[config.mk]
export PLATFORM = sky130hd
export DESIGN_NAME = inc_share_arb
export DESIGN_NICKNAME = d
export VERILOG_FILES = /design/src/rtl/inc_share_pkg.sv /design/src/rtl/inc_rr_arb.sv /design/src/rtl/inc_share_arb.sv
export SDC_FILE = /design/constraint.sdc
export NUM_CORES = 1
export LEC_CHECK = 0
export CORE_MARGIN = 4
export CORE_UTILIZATION = 44
export CTS_CLUSTER_DIAMETER = 60
export DETAILED_ROUTE_END_ITERATION = 6
export HOLD_SLACK_MARGIN = 0.08
export PLACE_DENSITY_LB_ADDON = 0.05
export SLEW_MARGIN = 20
export SYNTH_ARGS = -nofsm -noshare
export SYNTH_HDL_FRONTEND = slang
export SYNTH_SLANG_ARGS = --single-unit
[constraint.sdc]
create_clock -name clk -period 5 [get_ports clk]
set_input_delay 1 -clock clk [delete_from_list [all_inputs] [get_ports clk]]
set_output_delay 1 -clock clk [all_outputs]
set_load 0.02 [all_outputs]
[src/rtl/inc_share_pkg.sv]
// rtl/inc_share_pkg.sv - shared types, defaults and round-robin pick function for inc_share_arb
package inc_share_pkg;

  // Output register occupancy
  typedef enum logic {
    EMPTY = 1'b0,
    FULL  = 1'b1
  } state_t;

  localparam int NREQ_DEF = 4;
  localparam int W_DEF    = 8;
  // Widest arbiter the pick function supports
  localparam int MAXREQ   = 16;

  // One-hot grant on the first set bit of valid at or after ptr, wrapping at n
  function automatic logic [MAXREQ-1:0] rr_pick(input logic [MAXREQ-1:0] valid,
                                                input logic [3:0]        ptr,
                                                input logic [4:0]        n);
    logic [MAXREQ-1:0] grant;
    logic              found;
    logic [4:0]        idx;
    grant = '0;
    found = 1'b0;
    for (int k = 0; k < MAXREQ; k++) begin
      idx = {1'b0, ptr} + 5'(k);
      if (idx >= n) idx = idx - n;
      if ((5'(k) < n) && !found && valid[idx[3:0]]) begin
        grant[idx[3:0]] = 1'b1;
        found           = 1'b1;
      end
    end
    return grant;
  endfunction

endpackage

[src/rtl/inc_rr_arb.sv]
// rtl/inc_rr_arb.sv - NREQ-way round-robin arbiter, one-hot grant gated by advance
module inc_rr_arb
  import inc_share_pkg::*;
#(
  parameter  int NREQ = NREQ_DEF,
  localparam int IDW  = $clog2(NREQ)
) (
  input  logic [NREQ-1:0] valid,
  input  logic            advance,
  input  logic [IDW-1:0]  ptr,
  output logic [NREQ-1:0] grant
);

  logic [MAXREQ-1:0] grant_all;

  assign grant_all = rr_pick(MAXREQ'(valid), 4'(ptr), 5'(NREQ));
  assign grant     = advance ? grant_all[NREQ-1:0] : '0;

  // Lanes above NREQ are never granted; they exist only because the pick is sized for the widest arbiter
  if (NREQ < MAXREQ) begin : g_hi
    logic unused_hi;
    assign unused_hi = ^grant_all[MAXREQ-1:NREQ];
  end

endmodule

[src/rtl/inc_share_arb.sv]
// rtl/inc_share_arb.sv - shared incrementer with round-robin arbitration; INC_SAT_EN selects saturating mode
module inc_share_arb
  import inc_share_pkg::*;
#(
  parameter  int NREQ = NREQ_DEF,
  parameter  int W    = W_DEF,
  localparam int IDW  = $clog2(NREQ)
) (
  input  logic            clk,
  input  logic            rst,
  input  logic [NREQ-1:0]   req_valid,
  input  logic [NREQ*W-1:0] req_data,
  output logic [NREQ-1:0]   req_ready,
  output logic            rsp_valid,
  input  logic            rsp_ready,
  output logic [W-1:0]    rsp_data,
  output logic [IDW-1:0]  rsp_id,
  output logic            rsp_carry
);

  state_t           state;
  state_t           state_nxt;
  logic [IDW-1:0]   ptr;
  logic             can_accept;
  logic             advance;
  logic             any_grant;
  logic [NREQ-1:0]  grant;
  logic [W-1:0]     op;
  logic [IDW-1:0]   gid;
  logic [W:0]       sum;
  logic [W-1:0]     res_data;
  logic             res_carry;

  // The register can take a new result when empty or when its current one leaves this cycle
  assign can_accept = (state == EMPTY) | rsp_ready;
  assign advance    = can_accept & ~rst;

  inc_rr_arb #(.NREQ(NREQ)) u_arb (
    .valid   (req_valid),
    .advance (advance),
    .ptr     (ptr),
    .grant   (grant)
  );

  assign req_ready = grant;
  assign any_grant = |grant;
  assign rsp_valid = (state == FULL);

  // Operand mux and id encode from the one-hot grant
  always_comb begin
    op  = '0;
    gid = '0;
    for (int i = 0; i < NREQ; i++) begin
      if (grant[i]) begin
        op  = op | req_data[i*W +: W];
        gid = gid | IDW'(i);
      end
    end
  end

  assign sum = {1'b0, op} + {{W{1'b0}}, 1'b1};

`ifdef INC_SAT_EN
  // All-ones operand sticks at all-ones; carry flags the saturation
  assign res_data  = sum[W] ? {W{1'b1}} : sum[W-1:0];
  assign res_carry = sum[W];
`else
  assign res_data  = sum[W-1:0];
  assign res_carry = sum[W];
`endif

  // Output register occupancy state
  always_ff @(posedge clk) begin
    if (rst) state <= EMPTY;
    else     state <= state_nxt;
  end

  // Next occupancy: fill on grant, drain when consumed without a refill
  always_comb begin
    state_nxt = state;
    case (state)
      EMPTY:   if (any_grant) state_nxt = FULL;
      FULL:    if (rsp_ready && !any_grant) state_nxt = EMPTY;
      default: state_nxt = EMPTY;
    endcase
  end

  // Result register loads whenever a transfer happens; held otherwise
  always_ff @(posedge clk) begin
    if (rst) begin
      rsp_data  <= '0;
      rsp_id    <= '0;
      rsp_carry <= 1'b0;
    end else if (any_grant) begin
      rsp_data  <= res_data;
      rsp_id    <= gid;
      rsp_carry <= res_carry;
    end
  end

  // Pointer moves just past the requester that was served
  always_ff @(posedge clk) begin
    if (rst)            ptr <= '0;
    else if (any_grant) ptr <= (gid == IDW'(NREQ - 1)) ? '0 : gid + 1'b1;
  end

endmodule
==> run_results.csv, run 1 <==
group,metric,value,unit
run_status,status,"finished, final reports clean",
synthesis,synth_commonest_cells,"26 x nand2_1, 14 x dfxtp_1, 9 x ha_1",
synthesis,avgSynthCellArea,8.78,um^2
timing,hold_slack,0.454,ns
synthesis,synth_top_cell_area_share,19.8,%
critical_path,r2r_slack,0.81,ns
min_path,hold_class,"reg -> reg",
clock_tree,clkTransAtPathRegs,0.09,ns
critical_path,path_class,"in -> out",
global_routing,grt.overflow.total,0,
route,wire_per_inst,15.3,um
clock_tree,cts.repair.resized,0,
global_routing,antenna_found_initial,0,
timing,setup_viol,0,
critical_path,start_kind,"input port",
power,peakVddDrop,327,uV
critical_path,startpoint,"req_valid[3]",
synthesis,synth_cells,161,
timing,tns,0,ns
critical_path,path_depth,7,
layout,final_area,0.00202,mm^2
synthesis,synth_ff_type,"dfxtp_1",
clock_tree,clk_path_buf_depth,2,
timing,slew_headroom,58.2,%
route,vias_per_cell,5.66,
clock_tree,postCtsSetupBuffers,0,
layout,final_cell_count_no_fill,259,
timing,period_minus_slack,4.71,ns
critical_path,cp.arrival,3.71,ns
synthesis,synth_area,0.00141,mm^2
critical_path,critPathTopFamily,"buffers and inverters",
route,antenna_left,0,
die,die_area,0.00418,mm^2
layout,seqCellArea,280,um^2
run,drv_cap,0,
die,chipWidth,64.7,um
clock_tree,cts_made_buffers,3,
global_routing,grt_pass1_vias,1412,
die,ioPinCount,55,
critical_path,path_max_fanout,11,
critical_path,worstPathBufferInverterCount,3,
placed_design,dp_hpwl,3320,um
synthesis,yosysSeqAreaShare,19.8,%
die,core_area,0.00305,mm^2
layout,drive_above_1_share,14.9,%
layout,diodes,0,
global_routing,grt_pass1_wl,6590,um
synthesis,ys_ff_latch,14,
clock_tree,clk_latency,0.28,ns
route,drtPass1Iterations,4,
critical_path,rr_worst_depth,13,
placed_design,dp_slack,0.291,ns
timing,finalMaxSlewViolations,0,
timing,fin_skew,0.00523,ns
placed_design,placed_cell_area,0.00200,mm^2
layout,fin_nets,265,
layout,multi_input_area,0.00105,mm^2
layout,fin_util,66.2,%
die,die_y,64.7,um
synthesis,synth.most_common_cell,"nand2_1",
placed_design,place_inst,256,
die,initial_core_util,46.3,%
critical_path,end_kind,"primary output",
critical_path,r2r-end,"rsp_data[6]$_SDFFE_PP0P_",
synthesis,syn_nets,209,
layout,synthToLayoutAreaGrowth,43.0,%
critical_path,critPathMostFrequentCell,"clkdlybuf4s50_1",
route,post-route-drc-count,0,
route,vias,1467,
critical_path,crit_chain,"clkdlybuf4s50_1 > mux4_2 > nor4_4 > a221oi_2 > nand2b_4 > inv_4 > clkdlybuf4s50_1",
die,num_rows,20,
timing,final-hold-violation-count,0,
synthesis,synthArstFlopShare,0,%
timing,worstMarginPinSlew,0.627,ns
synthesis,ys_warn_count,0,
clock_tree,htreeDepth,1,
timing,rsz0062_at_grt,"no",
critical_path,endpoint,"req_ready[3]",
clock_tree,cts_root_buffer,"clkbuf_4",
global_routing,track_usage,19.7,%
synthesis,synth_largest_area_cell,"dfxtp_1",
critical_path,max_stage_delay,0.65,ns
clock_tree,cts_hold_buffers,0,
critical_path,crit_required,4.00,ns
timing,fin_crit_sh,94.3,%
synthesis,synthTopCellsByArea,"dfxtp_1 20%, ha_1 8.0%, nand2_1 6.9%",
placed_design,gp_congestion,0.779,
route,routed_wl,3970,um
placed_design,port_buffers,54,
route,drtIter0Drc,71,
critical_path,r2r_start,"ptr[0]$_SDFFE_PP0P_",
critical_path,cp_slowest_cell,"mux4_2",
synthesis,yosysUniqueCellTypes,47,
synthesis,synth_edf_count,0,
global_routing,grt_max_degree,17,
power,p_total,1.25,mW
clock_tree,clock_sinks,14,
timing,fmax,212,MHz
power,leakage,0.744,nW
clock_tree,cts_tree,"built",
power,power_density,619,mW/mm^2
layout,fill_cells,278,
timing,setup_ws,0.287,ns
## report_power, final
part           leakage (nW)  switching, mW  internal [mW]
registers             0.115         0.0426          0.160
clock network        0.0138         0.0374         0.0279
logic                 0.615          0.539          0.445
## flip-flops by register name, summed over array words and instances, names as in the netlist
register and count:
rsp_data 8, rsp_carry 1, rsp_id 2, ptr 2, rsp_valid 1
## layout make-up
cell class / instances / share of cell area [%]
multi-input combinational: 130 / 51.7
timing repair buffer: 59 / 28.6
sequential: 14 / 13.9
clock buffer: 3 / 1.11
inverter: 9 / 1.98
tap: 44 / 2.72
## worst min path at each step
stage / from / endpoint / depth (start not counted)
2_1_floorplan: rsp_data[0]$_SDFFE_PP0P_ / rsp_data[0]$_SDFFE_PP0P_ / 2
5_1_grt: rsp_carry$_SDFFE_PP0P_ / rsp_carry$_SDFFE_PP0P_ / 2
6_report: rsp_carry$_SDFFE_PP0P_ / rsp_carry$_SDFFE_PP0P_ / 2
4_1_cts: rsp_carry$_SDFFE_PP0P_ / rsp_carry$_SDFFE_PP0P_ / 2
3_5_place_dp: rsp_carry$_SDFFE_PP0P_ / rsp_carry$_SDFFE_PP0P_ / 2
3_3_place_gp: rsp_carry$_SDFFE_PP0P_ / rsp_carry$_SDFFE_PP0P_ / 2
## worst reg2reg max path, stage by stage (launching register included)
cell and delay, ns:
dfxtp_1 0.64, inv_1 0.24, ha_1 0.53, mux4_2 0.36, and3_1 0.27, a221oi_2 0.58, nor2_2 0.09, buf_4 0.18
a22o_1 0.24, or2_2 0.27, ha_1 0.24, nor4b_2 0.18, xor2_1 0.15, a21oi_1 0.15
## routing by layer
metal	global-route usage (%)	vias to the layer above	wire length, um
met1	21.2	708	1530
met5	0	-	0
li1	-	726	-
met3	2.25	6	110
met4	6.07	0	53
met2	39.3	27	2280
## logic make-up after synthesis
logic type	count (synthesis)	synth area share, %
AND/OR/NAND/NOR	66	29.5
multiplexers	9	9.38
XOR/XNOR	3	1.86
flip-flops	14	19.8
buffers and inverters	17	6.19
AO/OA/AOI/OAI	43	25.3
adder cells (fa/ha/maj)	9	7.96
## cells in the final DEF (no fill, tap or decap), drive strengths merged, types with 3 or more instances in the layout
cell type and n:
clkdlybuf4s50 54, nand2 26, dfxtp 14, nor2 10, ha 9, o22ai 8
inv 8, a221oi 8, a31oi 5, buf 5, nor4b 5, nand2b 5
mux2 4, nand4 4, nor2b 4, a21oi 4, mux4 3, a22oi 3
nand4b 3, clkbuf 3
Note: power is estimated with default switching activity, not from simulation.
==> run 2: changes to the inputs <==
--- a/config.mk
+++ b/config.mk
@@ -5,6 +5,8 @@
 export SDC_FILE = /design/constraint.sdc
 export NUM_CORES = 1
 export LEC_CHECK = 0
+export CAP_MARGIN = 5
+export CORE_ASPECT_RATIO = 1.5
 export CORE_MARGIN = 4
 export CORE_UTILIZATION = 44
 export CTS_CLUSTER_DIAMETER = 60
==> run_results.csv, run 2 (synthesized netlist as in run 1, its figures left out) <==
group,metric,value,unit
placed_design,dp_hpwl,3430,um
timing,slew_headroom,60.2,%
placed_design,dp_slack,0.280,ns
power,leakage,0.754,nW
run_status,status,"finished, final reports clean",
layout,final_cell_mix,"54 x clkdlybuf4s50_1, 26 x nand2_1, 14 x dfxtp_1",
clock_tree,cts_made_buffers,3,
critical_path,r2r_start,"ptr[0]$_SDFFE_PP0P_",
die,ioPinCount,55,
critical_path,cp_slowest_cell,"mux4_2",
min_path,hold_end,"rsp_data[6]$_SDFFE_PP0P_",
min_path,hold_class,"reg -> reg",
route,vias,1505,
timing,setup_viol,0,
layout,fin_nets,264,
clock_tree,cts_tree,"built",
critical_path,path_max_fanout,11,
clock_tree,cts_root_buffer,"clkbuf_8",
clock_tree,clk_path_buf_depth,2,
timing,fmax,211,MHz
min_path,hold_depth,2,
critical_path,max_stage_delay,0.66,ns
die,die_y,77.4,um
critical_path,crit_chain,"clkdlybuf4s50_1 > mux4_2 > nor4_4 > a221oi_2 > nand2b_4 > inv_4 > clkdlybuf4s50_1",
layout,reg_top3,"rsp_data x8, ptr x2, rsp_id x2",
layout,synthToLayoutAreaGrowth,44.3,%
route,drtPass1Iterations,4,
critical_path,rr_worst_depth,14,
route,drtIter0Drc,46,
route,m1WireLength,1620,um
clock_tree,clkTransAtPathRegs,0.06,ns
clock_tree,postCtsSetupBuffers,0,
route,vias_per_cell,5.93,
layout,largest-register,"rsp_data",
timing,fin_crit_sh,94.7,%
timing,finalMaxSlewViolations,0,
layout,diodes,0,
global_routing,grt.overflow.total,0,
layout,final_cell_count_no_fill,254,
timing,period_minus_slack,4.74,ns
critical_path,crit_required,4.00,ns
route,routed_wl,4370,um
die,num_rows,24,
route,wl_met2,2390,um
global_routing,antenna_found_initial,0,
die,core_area,0.00300,mm^2
clock_tree,cts_hold_buffers,0,
die,chipWidth,54.3,um
critical_path,r2r_slack,0.83,ns
route,wl_met3,212,um
clock_tree,clk_latency,0.25,ns
placed_design,place_inst,250,
critical_path,path_depth,7,
critical_path,r2r-end,"rsp_data[6]$_SDFFE_PP0P_",
critical_path,cp.arrival,3.74,ns
route,route.top_layer_used,"met4",
global_routing,track_usage,22.1,%
run,drv_cap,0,
critical_path,critPathTopFamily,"buffers and inverters",
timing,hold_slack,0.453,ns
die,die_area,0.00420,mm^2
clock_tree,htreeDepth,1,
layout,final_common_cell,"clkdlybuf4s50_1",
global_routing,grt_max_degree,19,
timing,final-hold-violation-count,0,
placed_design,gp_congestion,0.913,
critical_path,path_class,"in -> out",
clock_tree,clock_sinks,14,
timing,rsz0062_at_grt,"no",
critical_path,start_kind,"input port",
placed_design,port_buffers,54,
clock_tree,cts.repair.resized,0,
route,wire_per_inst,17.2,um
die,initial_core_util,47.1,%
critical_path,end_kind,"primary output",
power,power_density,647,mW/mm^2
min_path,min_from,"rsp_data[6]$_SDFFE_PP0P_",
power,peakVddDrop,395,uV
timing,setup_ws,0.264,ns
global_routing,grt_pass1_wl,7170,um
layout,largest_reg_flops,8,
critical_path,worstPathBufferInverterCount,3,
timing,tns,0,ns
route,post-route-drc-count,0,
route,antenna_left,0,
global_routing,grt_pass1_vias,1592,
timing,worstMarginPinSlew,0.597,ns
critical_path,critPathMostFrequentCell,"clkdlybuf4s50_1",
timing,fin_skew,0.00356,ns
layout,drive_above_1_share,14.9,%
run 2: cell types whose count changed in the layout (fill, tap and decap cells not counted):
cell      before  now
clkbuf_4       3    0
clkbuf_8       0    4
buf_4          5    4
run 2: how the worst max path moves through the flow:
stage | end | start
after floorplan | rsp_data[6]$_SDFFE_PP0P_ | ptr[0]$_SDFFE_PP0P_
final | req_ready[3] | req_valid[3]
after detailed placement | req_ready[3] | req_valid[3]
after global placement | req_ready[3] | req_valid[3]
after CTS | req_ready[3] | req_valid[3]
after global routing | req_ready[3] | req_valid[3]
run 2: worst min-delay path, delay by kind of cell, from the launching register on:
kind             cells  cell delay, ns
flip-flops           1            0.31
AO/OA/AOI/OAI        1            0.05
AND/OR/NAND/NOR      1            0.05
run 2: layout make-up:
cell class                      instances  area [um^2]
Clock buffer                            4         55.1
Multi-Input combinational cell        130         1050
Fill cell                             264          962
Sequential cell                        14          280
Inverter                                9         40.0
Timing Repair Buffer                   58          571
Tap cell                               39         48.8
run 2: power breakdown:
part           switching (mW)  internal, mW  total (mW)
logic                   0.561         0.443        1.00
registers              0.0438         0.161       0.204
clock network          0.0426        0.0698       0.112
run 2: per-layer routing:
| metal | GRT usage [%] | vias up |
|---|---|---|
| met3 | 3.26 | 16 |
| met2 | 39.6 | 57 |
| met1 | 23.7 | 705 |
| met4 | 10.7 | 0 |
| met5 | 0 | - |
| li1 | - | 727 |
run 2: metrics by stage:
stage,power (mW),instance area (um^2),utilization [%]
after floorplan,0.912,1410,-
after global placement,1.17,1990,66.1
after detailed placement,1.20,1990,66.1
after CTS,1.32,2040,68.0
after global routing,1.42,2040,68.0
final,1.32,2040,68.0
==> run 3: changes to the inputs <==
--- a/config.mk
+++ b/config.mk
@@ -5,6 +5,7 @@
 export SDC_FILE = /design/constraint.sdc
 export NUM_CORES = 1
 export LEC_CHECK = 0
+export ABC_AREA = 1
 export CAP_MARGIN = 5
 export CORE_ASPECT_RATIO = 1.5
 export CORE_MARGIN = 4
==> constraint.sdc (replaced) <==
create_clock -name clk -period 4.55 [get_ports clk]
set_input_delay 0.91 -clock clk [delete_from_list [all_inputs] [get_ports clk]]
set_output_delay 0.91 -clock clk [all_outputs]
set_load 0.02 [all_outputs]
==> run_results.csv, run 3 <==
group,metric,value,unit
run_status,status,"finished, final reports clean",
layout,largest_reg_flops,8,
placed_design,gp_congestion,0.814,
layout,drive_above_1_share,13.1,%
layout,fill_cells,335,
critical_path,path_class,"in -> out",
synthesis,synth_commonest_cells,"67 x nand2_1, 47 x nand3_1, 34 x inv_1",
layout,final_cell_mix,"67 x nand2_1, 54 x clkdlybuf4s50_1, 47 x nand3_1",
synthesis,synthTopCellsByArea,"dfxtp_1 20%, nand2_1 18%, nand3_1 16%",
critical_path,crit_required,3.64,ns
placed_design,dp_slack,0.589,ns
clock_tree,cts_hold_buffers,0,
synthesis,yosysSeqAreaShare,19.5,%
synthesis,synth_ff_type,"dfxtp_1",
global_routing,grt_pass1_vias,1494,
synthesis,syn_nets,290,
synthesis,synth.most_common_cell,"nand2_1",
critical_path,r2r_slack,1.36,ns
timing,fmax,253,MHz
layout,synthToLayoutAreaGrowth,44.8,%
die,ioPinCount,55,
clock_tree,cts_root_buffer,"clkbuf_8",
layout,final_common_cell,"nand2_1",
timing,tns,0,ns
synthesis,synth_area,0.00144,mm^2
global_routing,track_usage,18.7,%
global_routing,grt_max_degree,27,
timing,period_minus_slack,3.95,ns
critical_path,rr_worst_depth,20,
critical_path,max_stage_delay,0.63,ns
route,vias,1621,
die,die_area,0.00426,mm^2
clock_tree,clock_sinks,14,
placed_design,placed_cell_area,0.00202,mm^2
layout,final_area,0.00208,mm^2
critical_path,path_max_fanout,7,
min_path,hold_end,"rsp_carry$_SDFFE_PP0P_",
die,die_y,78.0,um
timing,worstMarginPinSlew,0.375,ns
layout,fin_nets,347,
min_path,hold_depth,2,
run,drv_cap,0,
die,initial_core_util,45.5,%
timing,rsz0062_at_grt,"no",
route,vias_per_cell,4.80,
synthesis,synth_edf_count,0,
route,drtIter0Drc,46,
timing,fin_crit_sh,86.9,%
critical_path,r2r_start,"ptr[0]$_SDFFE_PP0P_",
timing,setup_viol,0,
route,antenna_left,0,
global_routing,grt.overflow.total,0,
clock_tree,clk_latency,0.24,ns
global_routing,grt_pass1_wl,6110,um
die,chipWidth,54.7,um
synthesis,synth_cells,242,
synthesis,synthArstFlopShare,0,%
timing,fin_skew,0.000472,ns
route,wire_per_inst,11.7,um
critical_path,critPathTopFamily,"buffers and inverters",
clock_tree,cts_tree,"built",
route,drtPass1Iterations,4,
critical_path,end_kind,"primary output",
synthesis,ys_warn_count,0,
die,num_rows,25,
placed_design,port_buffers,54,
timing,slew_headroom,75.0,%
timing,finalMaxSlewViolations,0,
critical_path,cp_slowest_cell,"clkdlybuf4s50_1",
critical_path,startpoint,"req_valid[0]",
placed_design,dp_hpwl,3190,um
min_path,hold_class,"reg -> reg",
layout,reg_top3,"rsp_data x8, ptr x2, rsp_id x2",
die,core_area,0.00316,mm^2
route,post-route-drc-count,0,
critical_path,cp.arrival,3.04,ns
critical_path,crit_chain,"clkdlybuf4s50_1 > nand2_1 > nand3_1 > nand3_2 > nor2_2 > a21oi_1 > nand3_2 > nand2_1 > inv_1 > clkdlybuf4s50_1",
power,power_density,687,mW/mm^2
timing,setup_ws,0.597,ns
power,leakage,1.01,nW
critical_path,r2r-end,"rsp_data[4]$_SDFFE_PP0P_",
synthesis,ys_ff_latch,14,
clock_tree,postCtsSetupBuffers,0,
layout,multi_input_area,990,um^2
layout,seqCellArea,280,um^2
min_path,min_from,"rsp_carry$_SDFFE_PP0P_",
power,peakVddDrop,439,uV
clock_tree,cts_made_buffers,3,
critical_path,path_depth,10,
clock_tree,clk_path_buf_depth,2,
timing,final-hold-violation-count,0,
layout,diodes,0,
route,routed_wl,3970,um
synthesis,yosysUniqueCellTypes,22,
synthesis,synth_largest_area_cell,"dfxtp_1",
clock_tree,clkTransAtPathRegs,0.06,ns
critical_path,start_kind,"input port",
global_routing,antenna_found_initial,0,
timing,hold_slack,0.462,ns
synthesis,synth_top_cell_area_share,19.5,%
clock_tree,htreeDepth,1,
synthesis,avgSynthCellArea,5.94,um^2
power,p_total,1.43,mW
layout,largest-register,"rsp_data",
clock_tree,cts.repair.resized,0,
critical_path,worstPathBufferInverterCount,3,
==> run 3: cell types whose count changed in the layout (fill, tap and decap cells not counted), sizes merged, moves of 4 or more <==
cell    previous run  this run
nand3              0        52
nand2             26        76
inv                8        41
nor2              10        23
a21oi              4        12
a221oi             8         0
o22ai              8         0
o21ai              1         8
a31oi              5         0
nand2b             5         0
nor4b              5         0
mux2               4         0
nor2b              4         0
==> run 3: logic make-up after synthesis <==
group           after synthesis  synth area share [%]
compound gates               21                  8.01
xor+xnor                      2                  1.22
fa+ha+maj                     9                  7.84
buf+inv                      44                  11.8
flops                        14                  19.5
simple gates                152                  51.6
==> run 3: layout make-up <==
class | instances | share of cell area [%]
well taps | 40 | 2.41
multi-input cells | 184 | 47.6
repair buffers | 55 | 26.4
flip-flops and latches | 14 | 13.5
inverters | 41 | 7.52
clock buffers | 4 | 2.65
==> run 3: tightest hold or removal path, stage by stage (launching register included) <==
cell     delay [ns]
dfxtp_1        0.30
nand2_1        0.06
a21oi_1        0.05
==> run 3: worst max-delay path by stage <==
stage                                           to  slack [ns]
after floorplan           rsp_data[4]$_SDFFE_PP0P_        1.79
after global placement                req_ready[2]        0.61
after CTS                             req_ready[2]        0.58
after global routing                  req_ready[2]        0.43
final                                 req_ready[2]        0.60
after detailed placement              req_ready[2]        0.59
==> run 3: layer usage <==
| metal | GRT usage (%) | routed length, um |
|---|---|---|
| met3 | 1.73 | 106 |
| met1 | 22.1 | 1640 |
| met2 | 32.8 | 2180 |
| met4 | 6.48 | 42 |
| met5 | 0 | 0 |
==> run 3: stage by stage <==
| step | utilization [%] | std cells |
|---|---|---|
| final | 65.8 | 338 |
| after global routing | 65.8 | 338 |
| after CTS | 65.8 | 338 |
| after detailed placement | 64.1 | 334 |
| after global placement | 64.1 | 334 |
| after floorplan | - | 242 |
==> run 3: where the power goes <==
group	internal [mW]	leakage [nW]	switching [mW]
Sequential	0.165	0.115	0.0366
Clock	0.0766	0.0288	0.0421
Combinational	0.393	0.869	0.715
